## src/rtl/addsub_sequencer.sv

```systemverilog
// addsub_sequencer
// Control stage in front of a WIDTH-bit combinational adder/subtractor.
// Collects operand A, then operand B plus the op code over a valid/ready
// handshake, drives the adder from registers for one EXEC cycle, captures
// the adder's result and flag, and offers them on a valid/ready output.
//
// Ports:
//   Clk, Reset          clock (rising edge), synchronous active-high reset
//   Start               begin an operation (IDLE, or DONE with Res_Ready)
//   Data_In, Op_In      operand word / op (1 = add, 0 = subtract), with B
//   Data_Valid/Ready    operand handshake
//   A_Out, B_Out,       registered adder inputs
//   Select_Out
//   Sum_In, Ovf_In      adder Out / Overflow
//   Result, Result_Ovf  captured adder output
//   Res_Valid/Ready     result handshake
//   Busy                high whenever not IDLE
//
// Optional build macro ADDSUB_SEQ_OVF_CNT_EN adds Ovf_Count[CNT_W-1:0], a
// saturating count of delivered results whose Result_Ovf was set.
module addsub_sequencer #(
  parameter int WIDTH = 4,
  parameter int CNT_W = 8
) (
  input  logic             Clk,
  input  logic             Reset,
  input  logic             Start,
  input  logic [WIDTH-1:0] Data_In,
  input  logic             Op_In,
  input  logic             Data_Valid,
  output logic             Data_Ready,
  output logic [WIDTH-1:0] A_Out,
  output logic [WIDTH-1:0] B_Out,
  output logic             Select_Out,
  input  logic [WIDTH-1:0] Sum_In,
  input  logic             Ovf_In,
  output logic [WIDTH-1:0] Result,
  output logic             Result_Ovf,
  output logic             Res_Valid,
  input  logic             Res_Ready,
  output logic             Busy
`ifdef ADDSUB_SEQ_OVF_CNT_EN
  ,
  output logic [CNT_W-1:0] Ovf_Count
`endif
);

  if (CNT_W < 1) begin : g_cnt_w_chk
    $error("CNT_W must be at least 1");
  end

  typedef enum logic [2:0] {
    S_IDLE,
    S_LOAD_A,
    S_LOAD_B,
    S_EXEC,
    S_DONE
  } state_t;

  state_t state;

  // Data_Ready, Res_Valid and Busy are registered: they are set on the
  // transition into the state that owns them, so they are glitch-free and
  // Data_Ready/Res_Valid can never overlap.
  always_ff @(posedge Clk) begin
    if (Reset) begin
      state      <= S_IDLE;
      A_Out      <= '0;
      B_Out      <= '0;
      Select_Out <= 1'b0;
      Result     <= '0;
      Result_Ovf <= 1'b0;
      Res_Valid  <= 1'b0;
      Data_Ready <= 1'b0;
      Busy       <= 1'b0;
`ifdef ADDSUB_SEQ_OVF_CNT_EN
      Ovf_Count  <= '0;
`endif
    end else begin
      case (state)
        S_IDLE: begin
          if (Start) begin
            state      <= S_LOAD_A;
            Data_Ready <= 1'b1;
            Busy       <= 1'b1;
          end
        end
        S_LOAD_A: begin
          if (Data_Valid && Data_Ready) begin
            A_Out <= Data_In;
            state <= S_LOAD_B;
          end
        end
        S_LOAD_B: begin
          if (Data_Valid && Data_Ready) begin
            B_Out      <= Data_In;
            Select_Out <= Op_In;
            Data_Ready <= 1'b0;
            state      <= S_EXEC;
          end
        end
        S_EXEC: begin
          Result     <= Sum_In;
          Result_Ovf <= Ovf_In;
          Res_Valid  <= 1'b1;
          state      <= S_DONE;
        end
        S_DONE: begin
          if (Res_Ready) begin
            Res_Valid <= 1'b0;
`ifdef ADDSUB_SEQ_OVF_CNT_EN
            if (Result_Ovf && (Ovf_Count != '1)) begin
              Ovf_Count <= Ovf_Count + CNT_W'(1);
            end
`endif
            // Start together with the handshake skips IDLE entirely.
            if (Start) begin
              state      <= S_LOAD_A;
              Data_Ready <= 1'b1;
            end else begin
              state <= S_IDLE;
              Busy  <= 1'b0;
            end
          end
        end
        default: begin
          state      <= S_IDLE;
          Data_Ready <= 1'b0;
          Res_Valid  <= 1'b0;
          Busy       <= 1'b0;
        end
      endcase
    end
  end

endmodule

```

## config.mk

```make
export PLATFORM = sky130hd
export DESIGN_NAME = addsub_sequencer
export DESIGN_NICKNAME = d
export VERILOG_FILES = /design/src/rtl/addsub_sequencer.sv
export SDC_FILE = /design/constraint.sdc
export NUM_CORES = 1
export LEC_CHECK = 0
export CAP_MARGIN = 10
export CORE_MARGIN = 2
export CORE_UTILIZATION = 43
export CTS_CLUSTER_SIZE = 10
export DETAILED_ROUTE_END_ITERATION = 10
export HOLD_SLACK_MARGIN = 0.1
export PLACE_DENSITY = 0.77
export SLEW_MARGIN = 30
export SYNTH_ARGS = -nofsm -noshare
export SYNTH_HDL_FRONTEND = slang
export SYNTH_SLANG_ARGS = --single-unit
export TNS_END_PERCENT = 100
```

## constraint.sdc

```tcl
create_clock -name Clk -period 1.4 [get_ports Clk]
set_clock_uncertainty 0.05 [all_clocks]
set_input_delay 0.14 -clock Clk [delete_from_list [all_inputs] [get_ports Clk]]
set_output_delay 0.14 -clock Clk [all_outputs]
set_load 0.02 [all_outputs]
```

Word level (Yosys, flattened, before mapping). Index checks and enable logic that the tools add are counted.

Eq/ne operators: 9. Muxes and demuxes: 16. Bitwise logic cells: 3. Reductions and logical operators: 11.

Operators by type and width (number): 3-bit case mux with 5 select lines (1); 3-bit two-way mux (4); 2-bit inequality test, second input constant (5); 1-bit two-way mux (8); 4-bit AND reduction (2); 3-bit by 2-bit equality test with 1-bit output, second input constant (2); 1-bit case mux with 3 select lines (2); 2-bit AND reduction (3); 3-bit OR reduction (2); 1-bit case mux with 4 select lines (1); 3-bit by 1-bit equality test with 1-bit output, second input constant (1); 3-bit equality test, second input constant (1); 3-bit zero test (1); 1-bit inverter (3); 3-bit AND reduction (1); 2-bit OR reduction (1); 1-bit logical AND (1).

Bits in registers: 20. Input port bits: 15. Output and inout bits: 17. Logic and storage cells: 48.

Longest topological paths before layout.
Depth after elaboration: 4. Mapped depth: 4. Mapped depth without buffers: 3.

Least setup slack after synthesis. Ideal clock, no wire load.

Path type: register to register. Start point: reg Data_Ready. End point: reg A_Out[0]. Library setup time: 118 ps. Arrival: 1143 ps. Data required time: 1232 ps. Setup slack: 89 ps. Cell stages (with the launch flop): 4. Buffers on the path: 0. Clock period less this slack: 1311 ps. Cell sequence: dfxtp_1 -> nand2_1 -> or3_4 -> mux2i_1.

Cells in the longest elaborated chain, start to end: 2.

Ends and longest elaborated chain: start, declared (line 31) `output logic Data_Ready,`; start signal, assigned (line 74) `Data_Ready <= 1'b0;`; start signal, assigned (line 84) `Data_Ready <= 1'b1;`; start signal, assigned (line 98) `Data_Ready <= 1'b0;`; 1-bit logical AND (line 89) `if (Data_Valid && Data_Ready) begin`; 2-bit AND reduction (no source line); end signal, assigned (line 90) `A_Out <= Data_In;`; end, declared (line 32) `output logic [WIDTH-1:0] A_Out,`.

No other way between the ends. A chain may end at the register's enable or synchronous reset.

Worst setup path in the final report.
Start point: reg state[0]. End point: reg state[0].

Cells in the longest elaborated chain, start to end: 3. Elaborated cells on any way between the ends: 11. Classes of those cells: 8 x eq/ne; 1 x mux; 2 x reduce/logical.

Ends and longest elaborated chain: start, declared (line 60) `state_t state;`; start signal, assigned (line 67) `state <= S_IDLE;`; start signal, assigned (line 83) `state <= S_LOAD_A;`; start signal, assigned (line 91) `state <= S_LOAD_B;`; 3-bit by 1-bit equality test with 1-bit output (tied with other cells) (line 80) `case (state)`; 2-bit inequality test (no source line); 4-bit AND reduction (no source line).

Parallel ways exist; a longest one is shown, timed or not.

==> metrics <==
buffers added on ports=31; pwr dens=848 nW/um2; synth unique cells=25; die area=2520 um2; Clk pin slew, worst setup/hold paths=110 ps; layout cells sized above 1=16.1%; commonest non-fill, non-tap cell in the layout=dlygate4sd2_1; largest net degree at the start of global routing=26; Nets=140; vias in the first global route=747; H-tree levels=1; Power, Total=1.09 mW; WHS Path Cells=3; Worst Path Arrival=1380 ps; Tmin final=1230 ps; setup violators final=0; worst hold endpoint=Select_Out; outcome=finished, final reports clean; I/O Pins=32; Synth Warn #=0; initial DRC count=13; via/cell ratio=5.09; Post CTS Setup Buffer Count=0; Die X-Extent=50.2 um; CTS sink cnt=20; Worst setup SP type=register; max-slew violations=0; row cnt=16; Starting Density=46.2%; Reg area=405 um2; slew margin rel.=81.7%; Routed WL=1860 um; f_max=0.815 GHz; Syn-to-layout area delta=40.6%; Core Area=1980 um2; syn_area_per_cell=10.2 um2; CP max FO=10; most frequent cells in the layout=dlygate4sd2_1, dfxtp_1, nand2b_1, mux2i_1, clkdlybuf4s50_1; first-pass GRT wire length=3240 um; CP Class=register to register; Post-Synthesis Cells=90; Crit Reg-Reg Startpoint=state[0]; Pre-antenna DRT Iters=4; post-synthesis sequential area ratio=43.7%; Multi-input gate area=473 um2; Placed Cells=147; post-DR wirelength/cell=12.3 um; Hold WC Path Type=input pin to register; hold path start=Op_In; cell area after synthesis=916 um2; P_leak=0.601 nW; Final GP Congestion=0.730; Fill cells=174; DP Wirelength=1380 um; ant diodes=0; Max Cap Viol=0; gr ovfl total=0; actual slew at the worst max-slew pin=273 ps; antenna-violating nets left=0; Vias=768; Non-Filler Instances=151; DIE HEIGHT=50.2 um; Skew-Pair Late Insertion Delay=300 ps; Req. time, crit path=1550 ps; drt drc=0; CP endpoint kind=register; clock buffer depth=2; Inserted Clock Buffers=3; initial antenna violation count=0; Fin. Hold Viols=0; VDD IR max=725 uV; Root Driver=clkbuf_4; Hold Buf Count CTS=0; reg2reg end=state[0]; CTS tree=built; global-route usage over all layers=17.3%; syn nets=105; worst r2r path cells=3; RSZ-0062 raised after global routing=no; FF+latch count, synth=20; fin crit share=87.7%; R2R Setup Slk=170 ps
-- cell usage after synthesis --
cell type | number | area (um2)
nand2b_1 | 14 | 87.6
a21oi_1 | 4 | 20.0
buf_2 | 1 | 5.00
o211ai_1 | 1 | 7.51
a2bb2oi_1 | 1 | 8.76
nor3_1 | 3 | 15.0
inv_1 | 2 | 7.51
nor2_1 | 9 | 33.8
o311a_1 | 1 | 10.0
mux2i_1 | 14 | 140
clkbuf_1 | 2 | 7.51
o21a_1 | 1 | 7.51
buf_6 | 2 | 22.5
nand2_1 | 2 | 7.51
dfxtp_1 | 20 | 400
nand3b_2 | 1 | 11.3
or3_4 | 2 | 22.5
nand2b_4 | 2 | 27.5
a211oi_1 | 2 | 15.0
o21ai_0 | 1 | 5.00
nor3b_2 | 1 | 12.5
and4b_1 | 1 | 10.0
a2111oi_2 | 1 | 15.0
nor3_2 | 1 | 10.0
nor4_1 | 1 | 6.26
-- how the worst max path moves through the flow --
stage / end / depth (start not counted) / slack (ps) / startpoint
2_1_floorplan: A_Out[0] / 3 / 90 / Data_Ready
3_3_place_gp: B_Out[3] / 4 / -50 / Data_Valid
3_5_place_dp: B_Out[2] / 4 / -80 / Data_Valid
4_1_cts: state[0] / 3 / 40 / state[1]
5_1_grt: state[0] / 3 / 50 / state[0]
6_report: state[0] / 3 / 170 / state[0]
-- per-stage QoR --
stage / setup WS (ps) / setup TNS, ps / cell area (um2) / hold slack (ps) / utilization [%]
2_1_floorplan: 88.8 / 0 / 916 / 234 / -
3_3_place_gp: -53.5 / -243 / 1270 / 409 / 64.0
3_5_place_dp: -82.9 / -486 / 1270 / 409 / 64.0
4_1_cts: 39.1 / 0 / 1280 / 353 / 64.7
5_1_grt: 46.8 / 0 / 1290 / 392 / 65.0
6_report: 173 / 0 / 1290 / 358 / 65.0
-- what timing repair did --
| item | CTS | global route |
|---|---|---|
| gates resized for setup | 17 | 4 |
| setup endpoints to repair | 17 | 5 |
| gates cloned | 0 | 0 |
-- routing by layer --
layer | global-route usage (%) | routed length [um]
met2 | 28.9 | 934
met1 | 20.8 | 793
met4 | 9.26 | 12
met5 | 0 | 0
met3 | 3.57 | 124
-- sequential cells by signal, summed over array words and instances (netlist names) --
signal      flops
A_Out           4
B_Out           4
Result          4
state           3
Busy            1
Data_Ready      1
Res_Valid       1
Result_Ovf      1
Select_Out      1
-- layout make-up --
type,instances,area share [%]
timing repair buffer,35,25.8
sequential,20,31.5
inverter,2,0.583
tap,27,2.62
multi-input combinational,63,36.7
clock buffer,4,2.82
-- worst max-delay path, stage by stage (launching register included) --
cell and delay [ps]:
dfxtp_2 410, nor3b_2 300, a211oi_1 100, a2111oi_2 270
-- logic make-up (layout without fill, tap and decap cells) --
group,Yosys count,count (layout),synth area share [%]
AOI/OAI and AO/OA,12,12,9.70
buffers and inverters,7,41,4.64
DFF,20,20,43.7
muxes,14,14,15.3
and+or+nand+nor,37,37,26.6
-- power breakdown --
group | total (mW) | internal [mW] | switching [mW]
clock network | 0.335 | 0.159 | 0.177
logic | 0.151 | 0.0889 | 0.0625
registers | 0.605 | 0.584 | 0.0209
Note: power is estimated with default switching activity, not from simulation.
